`config.mk`:
```
export PLATFORM = sky130hd
export DESIGN_NAME = mult_sequencer
export DESIGN_NICKNAME = d
export VERILOG_FILES = /design/src/rtl/mult_sequencer.sv
export SDC_FILE = /design/constraint.sdc
export NUM_CORES = 1
export LEC_CHECK = 0
export CAP_MARGIN = 15
export CORE_AREA = 2 2 39 41
export CTS_BUF_LIST = sky130_fd_sc_hd__clkbuf_2
export DETAILED_ROUTE_END_ITERATION = 6
export DIE_AREA = 0 0 41 43
export GPL_ROUTABILITY_DRIVEN = 0
export PLACE_DENSITY = 0.69
export REMOVE_ABC_BUFFERS = 1
export SETUP_SLACK_MARGIN = 0.5
export SLEW_MARGIN = 20
export SYNTH_ARGS = -nofsm -noshare
export SYNTH_HDL_FRONTEND = slang
export SYNTH_SLANG_ARGS = --single-unit
export TNS_END_PERCENT = 100
```
`constraint.sdc`:
```
create_clock -name clk -period 1.6 [get_ports clk]
set_clock_uncertainty 0.2 [all_clocks]
set_input_delay 0.24 -clock clk [delete_from_list [all_inputs] [get_ports clk]]
set_output_delay 0.24 -clock clk [all_outputs]
set_load 0.03 [all_outputs]
```
`src/rtl/mult_sequencer.sv`:
```
// Control sequencer for a shift-and-add multiplier datapath.
// Steps the datapath through WORD_LENGTH test/add/shift iterations after a
// start request and signals completion with a one-cycle done pulse.
module mult_sequencer #(
  parameter  int unsigned WORD_LENGTH = 5,
  localparam int unsigned CNT_WIDTH   = $clog2(WORD_LENGTH)
) (
  input  logic                 clk,
  input  logic                 reset,
  input  logic                 start,
  input  logic                 multiplier_lsb,
  output logic                 load_operands,
  output logic                 add_en,
  output logic                 shift_en,
  output logic                 busy,
  output logic                 done,
  output logic [CNT_WIDTH-1:0] iter_count
);

  localparam logic [CNT_WIDTH-1:0] LAST_ITER = CNT_WIDTH'(WORD_LENGTH - 1);

  typedef enum logic [2:0] {
    S_IDLE  = 3'd0,
    S_LOAD  = 3'd1,
    S_TEST  = 3'd2,
    S_ADD   = 3'd3,
    S_SHIFT = 3'd4,
    S_DONE  = 3'd5
  } state_t;

  state_t               state_q;
  state_t               state_d;
  logic [CNT_WIDTH-1:0] cnt_d;
  logic                 load_d;
  logic                 add_d;
  logic                 shift_d;
  logic                 busy_d;
  logic                 done_d;

  // Next-state, counter update and strobe decode of the upcoming state.
  always_comb begin
    state_d = state_q;
    cnt_d   = iter_count;
    case (state_q)
      S_IDLE:  if (start) state_d = S_LOAD;
      S_LOAD: begin
        cnt_d   = '0;
        state_d = S_TEST;
      end
      S_TEST:  state_d = multiplier_lsb ? S_ADD : S_SHIFT;
      S_ADD:   state_d = S_SHIFT;
      S_SHIFT: begin
        cnt_d   = iter_count + CNT_WIDTH'(1);
        state_d = (iter_count == LAST_ITER) ? S_DONE : S_TEST;
      end
      S_DONE:  state_d = S_IDLE;
      default: state_d = S_IDLE;
    endcase
    load_d  = (state_d == S_LOAD);
    add_d   = (state_d == S_ADD);
    shift_d = (state_d == S_SHIFT);
    busy_d  = (state_d != S_IDLE);
    done_d  = (state_d == S_DONE);
  end

  // State, counter and registered strobes; outputs mirror the state register.
  always_ff @(posedge clk) begin
    if (reset) begin
      state_q       <= S_IDLE;
      iter_count    <= '0;
      load_operands <= 1'b0;
      add_en        <= 1'b0;
      shift_en      <= 1'b0;
      busy          <= 1'b0;
      done          <= 1'b0;
    end else begin
      state_q       <= state_d;
      iter_count    <= cnt_d;
      load_operands <= load_d;
      add_en        <= add_d;
      shift_en      <= shift_d;
      busy          <= busy_d;
      done          <= done_d;
    end
  end

endmodule
```
==> out/qor.txt <==
Status - completed
Std-Cell Rows - 14
Nature of the critical path startpoint - flip-flop
First-pass GRT wire length - 1738 µm
GRT Resource Usage Total - 0.1591
Root Buffer - clkbuf_2
Tightest Pin Transition - 0.2728 ns
TritonCTS clock tree - done
CTS clk-pin slew, worst paths - 0.11 ns
R2R Setup Slk - 0.25 ns
Yosys top cell area share - 0.3885
Sequential power share - 0.513
Number of routed nets with antenna violations - 0
Share of cells above drive strength 1 - 0.6053
Number of max-cap violations - 0
DP Area - 688.2 µm²
Io pins - 12
Final Cycle Share - 0.8465
Unrepaired setup endpoints after global routing - yes
Static Leak - 0.3120 nW
Post-route setup TNS - 0 ns
Yosys cell types - 30
Initial Util - 0.4096
Max Clk Rate - 738.3 MHz
Largest cells by area after synthesis - dfxtp_1, buf_6, ha_1, nor4b_4, a31oi_4
Worst setup EP type - flip-flop
Max Slew Vio Count - 0
Most area-hungry cell type in the Yosys netlist - dfxtp_1
Synth Cell Area - 566.8 µm²
Clock network power share - 0.282
Number of synthesized flops with an enable pin - 0
Clock Tree Buf Depth - 2
CTS Buf Count - 3
Crit path max fanout - 5
WL/cell - 12.96 µm
Die Y - 43 µm
Hold Fails Final Rpt - 0
Avg Cell Area, Syn - 9.944 µm²
CTS HTree Levels - 1
Pwr Density - 736.8 nW/µm²
Post-synthesis sequential area ratio - 0.3885
Comb pwr share - 0.205
Horiz. Die Dim - 41 µm
Largest net degree at the start of global routing - 12
FF+latch count, synth - 11
Post-layout util - 0.5787
Nets - 83
Main flop type after synthesis - dfxtp_1
Die Area - 1763 µm²
Core area - 1384 µm²
Sw Share - 0.3023
Commonest non-fill, non-tap cell in the layout - buf_6
Overflow after GRT - 0
Synthesized instance count - 57
Input/output buffers - 11
Worst-Skew Late Latency - 0.27 ns
Via density - 5.467
Relative slew slack - 0.8175
Initial antenna violation count - 0
Detailed placer's ending HPWL - 775 µm
Ant. Diodes - 0
Clock sink count - 11
Cell-internal power - 411.6 µW
CP arrival - 1.37 ns
Worst Hold Margin - 0.3487 ns
Hold Path Class - flip-flop to flip-flop
Vias in the first global route - 400
Drc violations - 0
Detailed Routing Iterations Pass 1 - 4
Most frequent cells in the layout - buf_6, dfxtp_2, buf_4
Switching component of the power - 178.4 µW
Setup CP Type - flip-flop to flip-flop
Fin area - 800.8 µm²
Hold buffer count at cts - 0
Peak supply drop - 0.4856 mV
Min Tclk post-route - 1.354 ns
Final setup fails - 0
Synth async-reset ratio - 0
Worst EP required - 1.61 ns
Area Growth Syn to Fin - 41.28%
WL final - 1192 µm
Drt first-iter violations - 25
Power Total - 590.0 µW
Syn. warnings - 0
Via count - 503
==> routing by layer <==
| layer | vias up | GRT usage | wire length (µm) |
|---|---|---|---|
| li1 | 242 | - | - |
| met1 | 241 | 0.1948 | 528 |
| met2 | 16 | 0.2031 | 557 |
| met3 | 4 | 0.06283 | 70 |
| met4 | 0 | 0.1400 | 36 |
| met5 | - | 0 | 0 |
==> power groups by stage <==
| stage | sequential [mW] | combinational, mW | clock (mW) |
|---|---|---|---|
| final | 0.303 | 0.121 | 0.166 |
| after floorplan | 0.322 | 0.0502 | 0 |
| after CTS | 0.303 | 0.110 | 0.165 |
| after detailed placement | 0.309 | 0.105 | 0 |
| after global routing | 0.305 | 0.128 | 0.185 |
| after global placement | 0.309 | 0.105 | 0 |
==> sequential cells by signal, indices dropped and copies added, names as in the netlist <==
| name | count |
|---|---|
| add_en | 1 |
| load_operands | 1 |
| shift_en | 1 |
| iter_count | 3 |
| state_q | 3 |
| done | 1 |
| busy | 1 |
==> area by class of cell <==
class                           instances  area, µm²
Clock buffer                            4      20.02
Fill cell                             117      583.1
Inverter                                5      23.77
Sequential cell                        11      244.0
Multi-Input combinational cell         37      316.6
Timing Repair Buffer                   19      176.4
Tap cell                               16      20.02
==> synthesized netlist by cell type, types with 2 or more instances <==
cell	count
nand3_1	3
ha_1	2
a31oi_1	2
inv_1	4
a21oi_1	4
nor2_1	5
dfxtp_1	11
o21ai_0	2
buf_6	3
==> through the flow <==
step / setup slack [ns] / std cells
floorplan: 0.1599 / 53
global placement: 0.07284 / 84
detailed placement: 0.04211 / 84
CTS: 0.2600 / 90
global route: 0.2027 / 92
finish: 0.2455 / 92
==> timing repair <==
action,CTS,global route
setup endpoints to repair,19,19
setup buffers,2,2
gates resized for setup,74,8
pin swaps,3,4
==> worst paths after layout <==
path | endpoint | depth (start not counted) | startpoint
setup / recovery | state_q[2]$_SDFF_PP0_ | 5 | iter_count[1]$_SDFFE_PP0P_
hold reg to reg | iter_count[0]$_SDFFE_PP0P_ | 2 | iter_count[0]$_SDFFE_PP0P_
hold / removal | iter_count[0]$_SDFFE_PP0P_ | 2 | iter_count[0]$_SDFFE_PP0P_
setup reg to reg | state_q[2]$_SDFF_PP0_ | 5 | iter_count[1]$_SDFFE_PP0P_
==> kinds of logic after synthesis <==
logic type / count (synthesis) / synth area share
mux: 1 / 0.02428
simple gates: 21 / 0.2715
flops: 11 / 0.3885
buf+inv: 9 / 0.1015
compound gates: 13 / 0.1700
fa+ha+maj: 2 / 0.04414
==> worst max-delay path, cell delays in order (launching register included) <==
cell and delay (ns):
dfxtp_4 0.38, inv_4 0.06, ha_4 0.13, nand4b_1 0.15
or2_1 0.26, a21oi_2 0.11
No activity file was read; power rests on OpenSTA's default activity.
==> variant 1 (config.mk and constraints unchanged) <==
Reset style: asynchronous (`reset`), changed in one clocked block.
--- a/src/rtl/mult_sequencer.sv
+++ b/src/rtl/mult_sequencer.sv
@@ -66,3 +66,3 @@
   // State, counter and registered strobes; outputs mirror the state register.
-  always_ff @(posedge clk) begin
+  always_ff @(posedge clk or posedge reset) begin
     if (reset) begin
Formal check against the unedited RTL: differs if reset is asserted again (counterexample within 4 cycles, from zero or initial values and one cycle with reset high); with reset held inactive, the same outputs for 10 cycles.
==> variant 1 against the original RTL <==
- critical endpoint is now state_q[2]
- critical path depth is the same
- worst setup slack lost 0.042 ns
- sequential share of layout area grew 3.2 points
- sequential cell count is the same
- maximum frequency shrank 3.0%
- synthesized area shrank 4.6%
- routed wire length shrank 6.2%
- synthesized cell count shrank 8.8%
- design area grew 3.9%
- non-clock buffer count grew 4
Power is not compared: it rests on default switching activity, and its combinational part moved more than twofold at a synthesized area within 25%.
==> variant 1: results (changes against the original RTL) <==
Status
  – Outcome: completed (unchanged)

Route
  – Total wire length: 1.12 mm (was 1.19 mm)
  – First-pass DRT Iterations: 2 (was 4)
  – Vias per cell: 4.88 (was 5.47)
  – Iteration-0 DRC count of the detailed router: 6 (was 25)

Yosys
  – Post-Synthesis Cells: 52 (was 57)
  – Main flop type after synthesis: dfrtp_1 (was dfxtp_1)
  – Cell variety after synth: 25 (was 30)
  – Sequential fraction of the synthesis area: 50.9% (was 38.9%)
  – Synth async-reset ratio: 100% (was 0%)
  – Compound-Gate Fraction of Synth Area: 14.6% (was 17.0%)
  – Top cells by area, synth: dfrtp_1 (51%), ha_1 (4.6%), inv_1 (3.5%), a22o_1 (3.2%), a21oi_1 (2.8%) (was dfxtp_1 (39%), buf_6 (6.0%), ha_1 (4.4%), nor4b_4 (4.2%), a31oi_4 (3.8%))
  – Synth Area in Adders: 4.63% (was 4.42%)

Worst setup path
  – Worst-path fanout max: 4 (was 5)
  – Slowest CP cell: dfrtp_1 (was dfxtp_4)
  – Max stage delay on crit path: 0.43 ns (was 0.38 ns)
  – Cell family with most CP delay: flip-flops (was simple AND/OR/NAND/NOR gates)

Final layout
  – Utilization after layout: 60.1% (was 57.9%)
  – Filler cells: 121 (was 117)
  – Share of layout cells above drive strength 1: 53.9% (was 60.5%)
  – Count of plain and timing-repair buffers: 23 (was 19)
  – Clk cell area share: 2.41% (was 2.50%)
  – Multi-input comb cells: 33 (was 37)
  – NonClk Buf Share: 25.7% (was 22.0%)

Placed design
  – Post-Place Setup Slack: 0.0541 ns (was 0.0421 ns)
  – Post-DP HPWL: 631 um (was 775 um)
  – Dpl cells: 76 (was 84)
  – Post-DP Area: 644 um2 (was 688 um2)

Global routing
  – GRT Overall Usage: 15.7% (was 15.9%)
  – Largest net degree at the start of global routing: 13 (was 12)
  – Vias in the first global route: 403 (was 400)
  – First-pass GRT wire length: 1.81 mm (was 1.74 mm)

STA
  – Slew Limit Headroom: 72.4% (was 81.7%)

Clock tree
  – Post-CTS setup repair buffer count: 9 (was 2)
  – Post-cts resize count: 66 (was 74)
[variant 1: per-layer routing]
| layer | vias to the layer above | global-route usage (%) | part of all wire, % |
|---|---|---|---|
| li1 | 223 | - | - |
| met1 | 215 | 21.7 | 45 |
| met2 | 9 | 20.3 | 50 |
| met3 | 2 | 4.71 | 3.3 |
| met4 | 0 | 10.7 | 1.1 |
| met5 | - | 0 | 0 |
[variant 1: worst register-to-register path, cell delays in order (launching register included)]
cell and delay [ns]:
dfrtp_1 0.43, inv_2 0.06, ha_4 0.15, nand2_2 0.05
and2b_1 0.18, or2_1 0.20
[variant 1: final timing paths]
path	startpoint	end	slack [ns]	cells past startpoint
max	iter_count[1]	state_q[2]	0.20	5
min	reset	load_operands	0.07	2
max reg2reg	iter_count[1]	state_q[2]	0.20	5
min reg2reg	iter_count[0]	iter_count[0]	0.38	1
max in group asynchronous	reset	state_q[1]	0.82	2
min in group clk	iter_count[0]	iter_count[0]	0.38	1
==> variant 2 (same settings) <==
Without the edit above. `WORD_LENGTH`: 5 -> 6.
--- a/src/rtl/mult_sequencer.sv
+++ b/src/rtl/mult_sequencer.sv
@@ -4,3 +4,3 @@
 module mult_sequencer #(
-  parameter  int unsigned WORD_LENGTH = 5,
+  parameter  int unsigned WORD_LENGTH = 6,
   localparam int unsigned CNT_WIDTH   = $clog2(WORD_LENGTH)
Function: same outputs for any inputs over 10 cycles, from zero or initial values and one cycle with reset high; that may be too few to reach the edited logic, so the function may still have changed.
==> variant 2 against the original RTL <==
- sequential power about the same
- total power up 1.4%
- worst setup slack worse by 0.065 ns
- routed wire length up 20%
- final cell count up 7.6%
- design area up 7.0%
- synthesized area up 0.66%
- critical endpoint is now shift_en
- critical path depth unchanged
- die area unchanged
- worst hold slack worse by 0.21 ns
- sequential cell count unchanged
==> variant 2: results (changes against the original RTL) <==
Final layout
  – Share of layout cells above drive strength 1: 55.4% (was 60.5%)
  – Largest registers: iter_count (3), state_q (3) (unchanged)
  – Nets@finish: 90 (was 83)

Yosys
  – Sequential fraction of the synthesis area: 38.6% (was 38.9%)
  – Main flop type after synthesis: dfxtp_1 (unchanged)
  – Most frequent cells after synthesis: dfxtp_1 (11), a21oi_1 (5) (was dfxtp_1 (11), nor2_1 (5), a21oi_1 (4), inv_1 (4))
  – Synth Area in Adders: 4.39% (was 4.42%)
  – Mux cell area share after synthesis: 1.97% (was 2.43%)
  – Top cells by area, synth: dfxtp_1 (39%), a21oi_1 (4.4%), ha_1 (4.4%), nor2b_1 (3.3%), nand4b_1 (3.1%) (was dfxtp_1 (39%), buf_6 (6.0%), ha_1 (4.4%), nor4b_4 (4.2%), a31oi_4 (3.8%))
  – Cell variety after synth: 32 (was 30)
  – Compound-Gate Fraction of Synth Area: 19.5% (was 17.0%)

Global routing
  – First-pass GRT wire length: 2.24 mm (was 1.74 mm)
  – Vias in the first global route: 505 (was 400)
  – GRT Overall Usage: 19.3% (was 15.9%)
  – Largest net degree at the start of global routing: 11 (was 12)

Placed design
  – Post-Place Setup Slack: -0.0593 ns (was 0.0421 ns)
  – Port bufs: 11 (unchanged)
  – Post-DP HPWL: 866 um (was 775 um)
  – Post-DP Area: 707 um2 (was 688 um2)

Hold path
  – Hold Startpoint: reset (was iter_count[0])
  – Hold crit path type: input port to flip-flop (was flip-flop to flip-flop)
  – Hold path depth: 3 (was 2)
  – Sink of the worst hold path: state_q[1] (was iter_count[0])

Route
  – Iteration-0 DRC count of the detailed router: 14 (was 25)
  – First-pass DRT Iterations: 4 (unchanged)
  – Vias per cell: 5.56 (was 5.47)
  – Total wire length: 1.43 mm (was 1.19 mm)

Power and ir drop
  – Peak VDD IR: 0.000354 V (was 0.000486 V)
  – Static Leak: 0.359 nW (was 0.312 nW)

STA
  – Worst Tran Pin Value: 0.213 ns (was 0.273 ns)

Worst setup path
  – WP data arrival: 1.41 ns (was 1.37 ns)
  – Reg-to-reg setup timing slack: 0.18 ns (was 0.25 ns)
  – Worst r2r dst: shift_en (was state_q[2])
  – Reg2reg path depth: 5 (unchanged)

Clock tree
  – Clk_lat worst skew: 0.25 ns (was 0.27 ns)

Status
  – Outcome: completed (unchanged)
variant 2: changes by cell type in the layout (fill, tap and decap cells not counted), moves of 2 or more:
cell      change
nor3_2        +2
inv_4         -2
nor2b_1       +3
a31oi_1       -2
nand2_1       +2
nor2_2        -2
nand3_1       -3
o21bai_1      +2
buf_4         +2
variant 2: how the worst max path moves through the flow:
| stage | start | to | slack (ns) | cells past startpoint |
|---|---|---|---|---|
| final | iter_count[1] | shift_en | 0.18 | 5 |
| after global routing | iter_count[0] | busy | 0.15 | 4 |
| after CTS | iter_count[1] | shift_en | 0.22 | 5 |
| after detailed placement | multiplier_lsb | shift_en | -0.06 | 4 |
| after global placement | multiplier_lsb | shift_en | -0.06 | 4 |
| after floorplan | iter_count[0] | shift_en | 0.02 | 4 |
variant 2: repair_timing:
action	CTS	global route
resized for setup	73	11
setup buffers	6	1
pin swaps	4	1
endpoints found under the setup margin	18	19
variant 2: logic make-up (layout without fill, tap and decap cells):
family                     count (synthesis)  in the layout
and+or+nand+nor                           24             24
AOI/OAI and AO/OA                         16             16
DFF                                       11             11
buffers and inverters                      6             29
adders and majority gates                  2              2
muxes                                      1              1
variant 2: layer usage:
layer | GRT usage, % | up-vias | wire (um)
li1 | - | 264 | -
met1 | 24.4 | 258 | 596
met2 | 29.7 | 26 | 738
met3 | 4.71 | 2 | 77
met4 | 8.00 | 0 | 13
met5 | 0 | - | 0
variant 2: where the power goes:
group,leakage [nW],switching [mW],internal (mW)
sequential,0.0956,0.0174,0.286
clock,0.0166,0.0925,0.0664
combinational,0.247,0.0636,0.0722
total,0.359,0.174,0.425
variant 2: critical path, cell delays in order, from the launching register on:
cell and delay [ns]:
dfxtp_2 0.36, inv_2 0.06, ha_4 0.12, nand4b_1 0.17
o32a_1 0.28, nor3_2 0.16
variant 2: final cells by class:
cell class | instances | area (um2)
repair buffers | 23 | 210
fillers | 113 | 527
inverters | 2 | 7.51
flip-flops and latches | 11 | 244
multi-input cells | 43 | 355
well taps | 16 | 20.0
clock buffers | 4 | 20.0
variant 2: per-stage QoR:
step	TNS (ns)	power, mW	hold slack (ns)	instances
global placement	-0.110	0.420	0.297	88
CTS	0	0.594	0.296	98
floorplan	0	0.370	0.109	56
global route	0	0.632	0.158	99
finish	0	0.598	0.142	99
detailed placement	-0.106	0.419	0.300	88
